$ cat config.mk
export PLATFORM = sky130hd
export DESIGN_NAME = dmem_arbiter
export DESIGN_NICKNAME = d
export VERILOG_FILES = /design/src/rtl/dmem_arb_pkg.sv /design/src/rtl/sat_counter.sv /design/src/rtl/dmem_arbiter.sv
export SDC_FILE = /design/constraint.sdc
export NUM_CORES = 1
export LEC_CHECK = 0
export ABC_AREA = 1
export BUFFER_PORTS_ARGS = -buffer_cell sky130_fd_sc_hd__buf_2
export CORE_AREA = 4 4 63 65
export CTS_CLUSTER_DIAMETER = 80
export DETAILED_ROUTE_END_ITERATION = 8
export DIE_AREA = 0 0 67 69
export HOLD_SLACK_MARGIN = 0.1
export PLACE_DENSITY = 0.74
export SYNTH_ARGS = -nofsm -noshare
export SYNTH_HDL_FRONTEND = slang
export SYNTH_SLANG_ARGS = --single-unit
$ cat constraint.sdc
create_clock -name Clk -period 2 [get_ports Clk]
set_input_delay 0.3 -clock Clk [delete_from_list [all_inputs] [get_ports Clk]]
set_output_delay 0.3 -clock Clk [all_outputs]
set_load 0.1 [all_outputs]
$ cat src/rtl/dmem_arb_pkg.sv
// Shared types and defaults for the data-memory arbiter between the core
// load/store path and the host preload/readback port.
package dmem_arb_pkg;

    typedef enum logic [1:0] {
        ARB       = 2'd0,
        HOST_LOCK = 2'd1,
        CORE_SLOT = 2'd2
    } arbState_e;

    typedef enum logic [1:0] {
        OWN_NONE = 2'd0,
        OWN_CORE = 2'd1,
        OWN_HOST = 2'd2
    } owner_e;

    localparam int DEF_STARVE_LIM = 4;
    localparam int DEF_LOCK_MAX   = 16;

    // Normal arbitration: core wins unless the host has waited long enough
    // to earn a single forced access.
    function automatic owner_e arbPick(input logic coreReq,
                                       input logic hostReq,
                                       input logic starveHit);
        owner_e pick;
        pick = OWN_NONE;
        if (coreReq && !(hostReq && starveHit)) begin
            pick = OWN_CORE;
        end else if (hostReq) begin
            pick = OWN_HOST;
        end
        return pick;
    endfunction

endpackage

$ cat src/rtl/sat_counter.sv
// Saturating up-counter with clear priority, used for the host starvation
// count and the locked-burst length count.
module sat_counter #(
    parameter int WIDTH = 3,
    parameter int LIMIT = 4
) (
    input  logic             Clk,
    input  logic             Reset,
    input  logic             Inc,
    input  logic             Clr,
    output logic [WIDTH-1:0] Count,
    output logic             AtLim
);

    localparam logic [WIDTH-1:0] LimVal = WIDTH'(LIMIT);

    // Count up on Inc, hold at the limit, clear takes precedence over Inc.
    always_ff @(posedge Clk) begin
        if (!Reset) begin
            Count <= '0;
        end else if (Clr) begin
            Count <= '0;
        end else if (Inc && (Count != LimVal)) begin
            Count <= Count + WIDTH'(1);
        end
    end

    assign AtLim = (Count == LimVal);

endmodule

$ cat src/rtl/dmem_arbiter.sv
// Single-port data memory arbiter: core has default priority, the host is
// served on idle core cycles, after a starvation limit, or in a bounded
// locked burst that always ends with one reserved core slot.
module dmem_arbiter
    import dmem_arb_pkg::*;
#(
    parameter int AW         = 8,
    parameter int DW         = 8,
    parameter int STARVE_LIM = DEF_STARVE_LIM,
    parameter int LOCK_MAX   = DEF_LOCK_MAX
) (
    input  logic          Clk,
    input  logic          Reset,
    input  logic          CoreReq,
    input  logic          CoreWe,
    input  logic [AW-1:0] CoreAddr,
    input  logic [DW-1:0] CoreWData,
    output logic          CoreGnt,
    output logic          CoreStall,
    output logic          CoreRValid,
    output logic [DW-1:0] CoreRData,
    input  logic          HostReq,
    input  logic          HostWe,
    input  logic          HostLock,
    input  logic [AW-1:0] HostAddr,
    input  logic [DW-1:0] HostWData,
    output logic          HostGnt,
    output logic          HostRValid,
    output logic [DW-1:0] HostRData,
    output logic [AW-1:0] MemAddr,
    output logic          MemWe,
    output logic [DW-1:0] MemWData,
    input  logic [DW-1:0] MemRData
);

    localparam int SW = $clog2(STARVE_LIM + 1);
    localparam int LW = $clog2(LOCK_MAX + 1);
    localparam logic [LW-1:0] LockLast = LW'(LOCK_MAX - 1);

    arbState_e state;
    arbState_e stateNext;
    owner_e    owner;

    logic          coreGrant;
    logic          hostGrant;
    logic          pendCore;
    logic          pendHost;

    logic          starveInc;
    logic          starveClr;
    logic          starveAtLim;
    logic [SW-1:0] starveCnt;

    logic          lockInc;
    logic          lockClr;
    logic          lockAtLim;
    logic [LW-1:0] lockCnt;

    // Only the limit flag of the starvation counter matters to arbitration;
    // the raw count is folded here so it is visibly consumed.
    logic          unusedStarveCnt;
    assign unusedStarveCnt = ^starveCnt;

    // Grant decode and next-state selection; nothing is granted in reset.
    always_comb begin
        owner     = OWN_NONE;
        stateNext = state;
        if (Reset) begin
            case (state)
                ARB: begin
                    owner = arbPick(CoreReq, HostReq, starveAtLim);
                    if ((owner == OWN_HOST) && HostLock) begin
                        stateNext = HOST_LOCK;
                    end
                end
                HOST_LOCK: begin
                    if (!HostLock) begin
                        owner     = arbPick(CoreReq, HostReq, starveAtLim);
                        stateNext = ARB;
                    end else if (lockAtLim) begin
                        stateNext = CORE_SLOT;
                    end else if (HostReq) begin
                        owner = OWN_HOST;
                        if (lockCnt == LockLast) begin
                            stateNext = CORE_SLOT;
                        end
                    end
                end
                CORE_SLOT: begin
                    if (CoreReq) begin
                        owner = OWN_CORE;
                    end
                    stateNext = ARB;
                end
                default: begin
                    stateNext = ARB;
                end
            endcase
        end
    end

    assign coreGrant = (owner == OWN_CORE);
    assign hostGrant = (owner == OWN_HOST);

    assign starveInc = HostReq & ~hostGrant;
    assign starveClr = ~starveInc;
    assign lockInc   = hostGrant & HostLock;
    assign lockClr   = (stateNext == ARB);

    sat_counter #(
        .WIDTH (SW),
        .LIMIT (STARVE_LIM)
    ) starveCounter (
        .Clk   (Clk),
        .Reset (Reset),
        .Inc   (starveInc),
        .Clr   (starveClr),
        .Count (starveCnt),
        .AtLim (starveAtLim)
    );

    sat_counter #(
        .WIDTH (LW),
        .LIMIT (LOCK_MAX)
    ) lockCounter (
        .Clk   (Clk),
        .Reset (Reset),
        .Inc   (lockInc),
        .Clr   (lockClr),
        .Count (lockCnt),
        .AtLim (lockAtLim)
    );

    // Route the granted requester onto the memory port; idle port drives zeros.
    always_comb begin
        MemAddr  = '0;
        MemWe    = 1'b0;
        MemWData = '0;
        case (owner)
            OWN_CORE: begin
                MemAddr  = CoreAddr;
                MemWe    = CoreWe;
                MemWData = CoreWData;
            end
            OWN_HOST: begin
                MemAddr  = HostAddr;
                MemWe    = HostWe;
                MemWData = HostWData;
            end
            default: begin
                MemAddr  = '0;
                MemWe    = 1'b0;
                MemWData = '0;
            end
        endcase
    end

    // Arbiter state plus the per-requester read-pending flags that steer the
    // memory's one-cycle-late read data back to whoever issued the read.
    always_ff @(posedge Clk) begin
        if (!Reset) begin
            state    <= ARB;
            pendCore <= 1'b0;
            pendHost <= 1'b0;
        end else begin
            state    <= stateNext;
            pendCore <= coreGrant & ~CoreWe;
            pendHost <= hostGrant & ~HostWe;
        end
    end

    assign CoreGnt    = coreGrant;
    assign HostGnt    = hostGrant;
    assign CoreStall  = Reset & CoreReq & ~coreGrant;
    assign CoreRValid = Reset & pendCore;
    assign HostRValid = Reset & pendHost;
    assign CoreRData  = CoreRValid ? MemRData : '0;
    assign HostRData  = HostRValid ? MemRData : '0;

endmodule

==> flow_metrics.py, run 1 <==
metrics = {
    "placement": {
        "gp_congestion": 0.790,
        "port_buffers": 84,
        "pre_cts_ws_ns": -0.200,
        "post-place-cells": 327,
        "dp_hpwl_mm": 4.11,
    },
    "die": {
        "initial_core_util_pct": 36.9,
        "die-area_um2": 4620,
        "die_width_um": 67,
        "coreArea_um2": 3340,
        "ioPinCount": 85,
        "dieHeight_um": 69,
        "rows": 21,
    },
    "finish": {
        "final-instance-count-excl-fill": 344,
        "area_growth_pct": 136,
        "nets": 353,
        "n_fill_cell": 164,
        "post-route-util_pct": 87.1,
        "layout.area.seq_um2": 245,
        "final_layout_size_suffix_gt1_share_pct": 70.1,
        "multi_input_area_um2": 1130,
        "n_antenna_cell": 0,
    },
    "sta": {
        "period_needed_ns": 2.46,
        "fin_skew_ns": 0.000440,
        "setup_viol": 27,
        "tns_ns": -8.27,
        "hold_viol_final": 0,
        "fmax_mhz": 407,
        "worst_pin_slew_ns": 0.458,
        "maxSlewViolCount": 0,
        "rsz0062_at_grt": "yes",
        "finalCritPeriodShare_pct": 123,
        "maxSlewHeadroom_pct": 69.4,
        "finalWorstSetupSlack_ns": -0.457,
    },
    "logic_synthesis": {
        "synthMostInstantiatedCell": "nand2_1",
        "syn_avg_cell_area_um2": 6.70,
        "yosysTopAreaCell": "dfxtp_1",
        "synth_edf_count": 0,
        "synth_top_area_share_pct": 19.5,
        "yosys_warnings": 0,
        "synthCells": 184,
        "synthFlopType": "dfxtp_1",
        "ys_seq_area_share_pct": 19.5,
        "syn_area_um2": 1230,
        "synthTopCellsByArea": "dfxtp_1 (19%), nand2_1 (11%), nand3_2 (9.7%)",
        "async_flop_share_pct": 0,
        "yosys.cell_types.count": 27,
        "syn_nets": 238,
        "yosys-top-cells-count": "nand2_1 (35), inv_1 (31), nor2_1 (22)",
        "ys_seq_elements": 12,
    },
    "grt": {
        "grt_pass1_vias": 1793,
        "grt_max_degree": 16,
        "antenna_found_initial": 0,
        "grt_pass1_wl_mm": 8.58,
        "gr-usage-all-layers_pct": 23.8,
        "grt-ovfl-total": 0,
    },
    "power_and_ir_drop": {
        "p_clk_share_pct": 19.6,
        "total_power_w": 0.00101,
        "seq_power_share_pct": 24.3,
        "power_density_nw_per_um2": 349,
        "p_int_w": 0.000582,
        "p_leak_nw": 1.25,
        "vdd.ir_drop.worst_uv": 372,
        "p_comb_share_pct": 56.1,
        "switching_share_pct": 42.6,
        "switching_power_w": 0.000432,
    },
    "worst_hold_path": {
        "worstHoldPathType": "input port to flip-flop",
    },
    "detailed_routing": {
        "vias_per_cell": 5.15,
        "drt_iter0_drc": 70,
        "ant_nets": 0,
        "post-route-drc-count": 0,
        "drt-total-wl_mm": 5.93,
        "dr.pass1.iters": 4,
        "wl_per_cell_um": 17.2,
        "via_count": 1770,
    },
    "setup_path": {
        "worst_ep_required_time_ns": 1.70,
        "critPathLaunchType": "flip-flop",
        "cp.arrival_ns": 2.16,
        "critical_path_class": "flip-flop to output pin",
        "crit_fanout": 5,
        "end_kind": "output pin",
    },
    "clocking": {
        "ctsHoldBuffers": 0,
        "cts_tree": "yes",
        "root_buffer": "clkbuf_4",
        "cts_max_path_buffers": 2,
        "cts_buffers": 3,
        "path_clk_slew_ns": 0.08,
        "clock_sinks": 12,
        "cts_max_level": 1,
        "insertion_delay_ns": 0.28,
    },
    "outcome": {
        "violations": "setup timing",
        "status": "complete, but fails checks",
    },
    "job": {
        "cap_violations": 0,
    },
}
-- kinds of logic (layout without fill, tap and decap cells) --
family / Yosys count / after routing / share of synthesized area (%)
xor+xnor: 2 / 2 / 1.42
simple gates: 93 / 93 / 38.5
buf+inv: 39 / 153 / 17.5
compound gates: 31 / 31 / 16.0
fa+ha+maj: 7 / 7 / 7.11
flops: 12 / 12 / 19.5
-- power groups by stage --
stage	clock network [W]	registers (W)	logic [W]
finish	0.000199	0.000246	0.000569
global route	0.000216	0.000247	0.000592
CTS	0.000201	0.000245	0.000533
detailed placement	0	0.000251	0.000507
global placement	0	0.000251	0.000497
floorplan	0	0.000251	0.000311
-- critical path: stages (launching register included) --
cell and delay [ns]:
dfxtp_2 0.34, inv_2 0.07, ha_4 0.15, nand3_4 0.11, nand3_2 0.11, nand3_2 0.09, nand2_4 0.09, nand2_4 0.06
ha_4 0.18, buf_6 0.14, buf_6 0.12, nor3_4 0.19, buf_12 0.20
-- through the flow --
| stage | hold slack, ns | area (um^2) |
|---|---|---|
| after CTS | 0.196 | 2770 |
| after global placement | 0.475 | 2630 |
| after detailed placement | 0.489 | 2630 |
| final | 0.195 | 2910 |
| after global routing | 0.193 | 2910 |
| after floorplan | 0.372 | 1490 |
-- cells in the final DEF, fill, tap and decap left out, types with 4 or more instances in the layout --
master / count
buf_2: 46
buf_12: 41
inv_1: 21
buf_4: 21
a21oi_1: 6
inv_2: 8
nor2_2: 19
nand3_1: 9
nand3_2: 12
dfxtp_2: 4
a21oi_4: 17
nand2_4: 5
nand2_1: 25
nand2_2: 8
buf_6: 8
dfxtp_1: 8
nor2_1: 4
-- layout make-up --
type,count,share of cell area (%)
clock buffers,4,1.25
inverters,32,4.39
flip-flops and latches,12,8.43
repair buffers,117,45.2
multi-input cells,133,38.8
well taps,46,1.98
-- timing repair --
action                     4_1_cts  5_1_grt
pin swaps                        9       10
setup buffers                    7        5
gates cloned                     1        0
setup endpoints to repair       27       27
gates resized for setup         14       32
-- final timing paths --
kind	start	endpoint	slack, ns	cells after the start
hold / removal	HostWe	pendHost$_SDFF_PN0_	0.20	2
setup / recovery	starveCounter.Count[1]$_SDFFE_PN0P_	CoreStall	-0.46	12
setup reg to reg	starveCounter.Count[1]$_SDFFE_PN0P_	starveCounter.Count[2]$_SDFFE_PN0P_	-0.15	15
hold reg to reg	lockCounter.Count[4]$_SDFFE_PP0P_	lockCounter.Count[4]$_SDFFE_PP0P_	0.55	2
-- flip-flops by register name, summed over array words and instances (netlist names) --
name                 count
lockCounter.Count        5
pendHost                 1
pendCore                 1
state                    2
starveCounter.Count      3
-- routing by layer --
layer / wire, um / GRT usage [%]
met5: 0 / 0
met4: 197 / 7.66
met3: 541 / 6.49
met2: 3190 / 44.8
met1: 2000 / 24.3
Power figures use the tool's default switching activity.
==> run 2, diff against run 1 <==
--- a/config.mk
+++ b/config.mk
@@ -13,6 +13,7 @@
 export DIE_AREA = 0 0 67 69
 export HOLD_SLACK_MARGIN = 0.1
 export PLACE_DENSITY = 0.74
+export REMOVE_ABC_BUFFERS = 1
 export SYNTH_ARGS = -nofsm -noshare
 export SYNTH_HDL_FRONTEND = slang
 export SYNTH_SLANG_ARGS = --single-unit
==> flow_metrics.py, run 2 (same netlist as run 1, synthesis figures left out) <==
metrics = {
    "detailed_routing": {
        "dr.pass1.iters": 5,
        "vias_per_cell": 5.21,
        "ant_nets": 0,
        "drt-total-wl_mm": 6.91,
        "via_count": 1782,
        "drt_iter0_drc": 140,
        "wl_per_cell_um": 20.2,
        "post-route-drc-count": 0,
    },
    "sta": {
        "fin_skew_ns": 0.00110,
        "maxSlewViolCount": 0,
        "maxSlewHeadroom_pct": 78.0,
        "fmax_mhz": 407,
        "finalWorstSetupSlack_ns": -0.457,
        "period_needed_ns": 2.46,
        "rsz0062_at_grt": "yes",
        "hold_viol_final": 0,
        "worst_pin_slew_ns": 0.329,
        "finalCritPeriodShare_pct": 123,
        "setup_viol": 22,
        "timing.hold.ws_ns": 0.218,
    },
    "setup_path": {
        "critPathLaunchType": "flip-flop",
        "end_kind": "output pin",
        "critPathMaxStageDelay_ns": 0.34,
        "crit_fanout": 5,
        "cp_top_family": "buffers and inverters",
        "worst_ep_required_time_ns": 1.70,
        "path_buf_inv": 4,
        "critical_path_class": "flip-flop to output pin",
        "cp.arrival_ns": 2.16,
        "crit_chain": "inv_2, ha_4, nand3_4, nand4_1, a21oi_2, ha_4, buf_12, buf_16, nand2_4, a21oi_4, buf_12",
        "cp_slowest_cell": "dfxtp_2",
    },
    "outcome": {
        "status": "complete, but fails checks",
        "violations": "setup timing",
    },
    "clocking": {
        "cts_buffers": 3,
        "cts_tree": "yes",
        "cts_max_path_buffers": 2,
        "ctsHoldBuffers": 0,
        "insertion_delay_ns": 0.29,
        "clock_sinks": 12,
        "root_buffer": "clkbuf_4",
        "cts_max_level": 1,
        "path_clk_slew_ns": 0.08,
    },
    "grt": {
        "grt_pass1_vias": 1919,
        "grt_pass1_wl_mm": 9.93,
        "grt_max_degree": 20,
        "grt-ovfl-total": 0,
        "antenna_found_initial": 0,
        "gr-usage-all-layers_pct": 28.0,
    },
    "die": {
        "die_width_um": 67,
        "dieHeight_um": 69,
        "die-area_um2": 4620,
        "rows": 21,
        "coreArea_um2": 3340,
        "ioPinCount": 85,
        "initial_core_util_pct": 36.9,
    },
    "finish": {
        "area_growth_pct": 131,
        "nets": 351,
        "n_antenna_cell": 0,
        "final_common_cell": "buf_2",
        "final-instance-count-excl-fill": 342,
        "final_layout_size_suffix_gt1_share_pct": 66.2,
        "largest_reg_flops": 5,
        "reg_top3": "lockCounter.Count x5, starveCounter.Count x3, state x2",
        "largest_register": "lockCounter.Count",
        "mostFrequentLayoutCells": "buf_2 (46), buf_12 (39), inv_1 (22), nor2_1 (22), buf_4 (22)",
    },
    "worst_hold_path": {
        "worstHoldPathType": "input port to flip-flop",
    },
    "placement": {
        "gp_congestion": 0.819,
        "dp_hpwl_mm": 3.83,
        "port_buffers": 84,
        "post-place-cells": 329,
    },
    "power_and_ir_drop": {
        "power_density_nw_per_um2": 353,
        "p_leak_nw": 1.29,
        "vdd.ir_drop.worst_uv": 352,
    },
    "job": {
        "cap_violations": 0,
    },
}
-- run 2: changes by cell type in the layout (fill, tap and decap cells not counted), sizes merged --
cell / change
buf: -2
-- run 2: power by group --
group / internal, W / total, W / switching, W
clock: 0.000111 / 0.000200 / 0.0000894
combinational: 0.000214 / 0.000556 / 0.000342
sequential: 0.000243 / 0.000246 / 0.00000328
total: 0.000568 / 0.00100 / 0.000434
-- run 2: metal layers --
metal  part of all wire [%]  vias to the layer above  GRT usage (%)
li1                       -                      814              -
met1                     32                      820           26.2
met2                     50                      106           51.6
met3                    8.6                       42           7.31
met4                    8.6                        0           17.1
met5                      0                        -              0
-- run 2: worst paths after layout --
kind / startpoint / to / slack (ns) / depth (start not counted)
max: starveCounter.Count[1]$_SDFFE_PN0P_ / MemWData[7] / -0.46 / 11
max reg2reg: starveCounter.Count[1]$_SDFFE_PN0P_ / lockCounter.Count[2]$_SDFFE_PP0P_ / -0.12 / 15
min: HostWe / pendHost$_SDFF_PN0_ / 0.22 / 2
min reg2reg: starveCounter.Count[1]$_SDFFE_PN0P_ / starveCounter.Count[1]$_SDFFE_PN0P_ / 0.60 / 3
-- run 2: metrics by stage --
step                      worst slack (ns)  power [W]  cell area, um^2  setup TNS, ns  utilization [%]
final                               -0.457    0.00100             2840          -7.89             85.2
after global routing                -0.516    0.00103             2840          -9.58             85.2
after CTS                           -0.378   0.000958             2730          -6.61             81.8
after detailed placement            -0.248   0.000678             2360          -3.78             70.8
after global placement              -0.193   0.000669             2360          -2.79             70.8
after floorplan                      -2.38   0.000479             1140         -34.38                -
-- run 2: cell type report --
| cell class | instances | area [um^2] |
|---|---|---|
| timing repair buffer | 115 | 1310 |
| fill | 163 | 495 |
| tap | 46 | 57.6 |
| inverter | 32 | 123 |
| multi-input combinational | 133 | 1070 |
| sequential | 12 | 248 |
| clock buffer | 4 | 36.3 |
-- run 2: timing repair --
| item | in CTS | in global routing |
|---|---|---|
| gates cloned | 2 | 0 |
| buffers inserted | 4 | 7 |
| gates resized for setup | 61 | 28 |
| pin swaps | 24 | 14 |
| endpoints found under the hold margin | 0 | 0 |
| endpoints found under the setup margin | 25 | 26 |
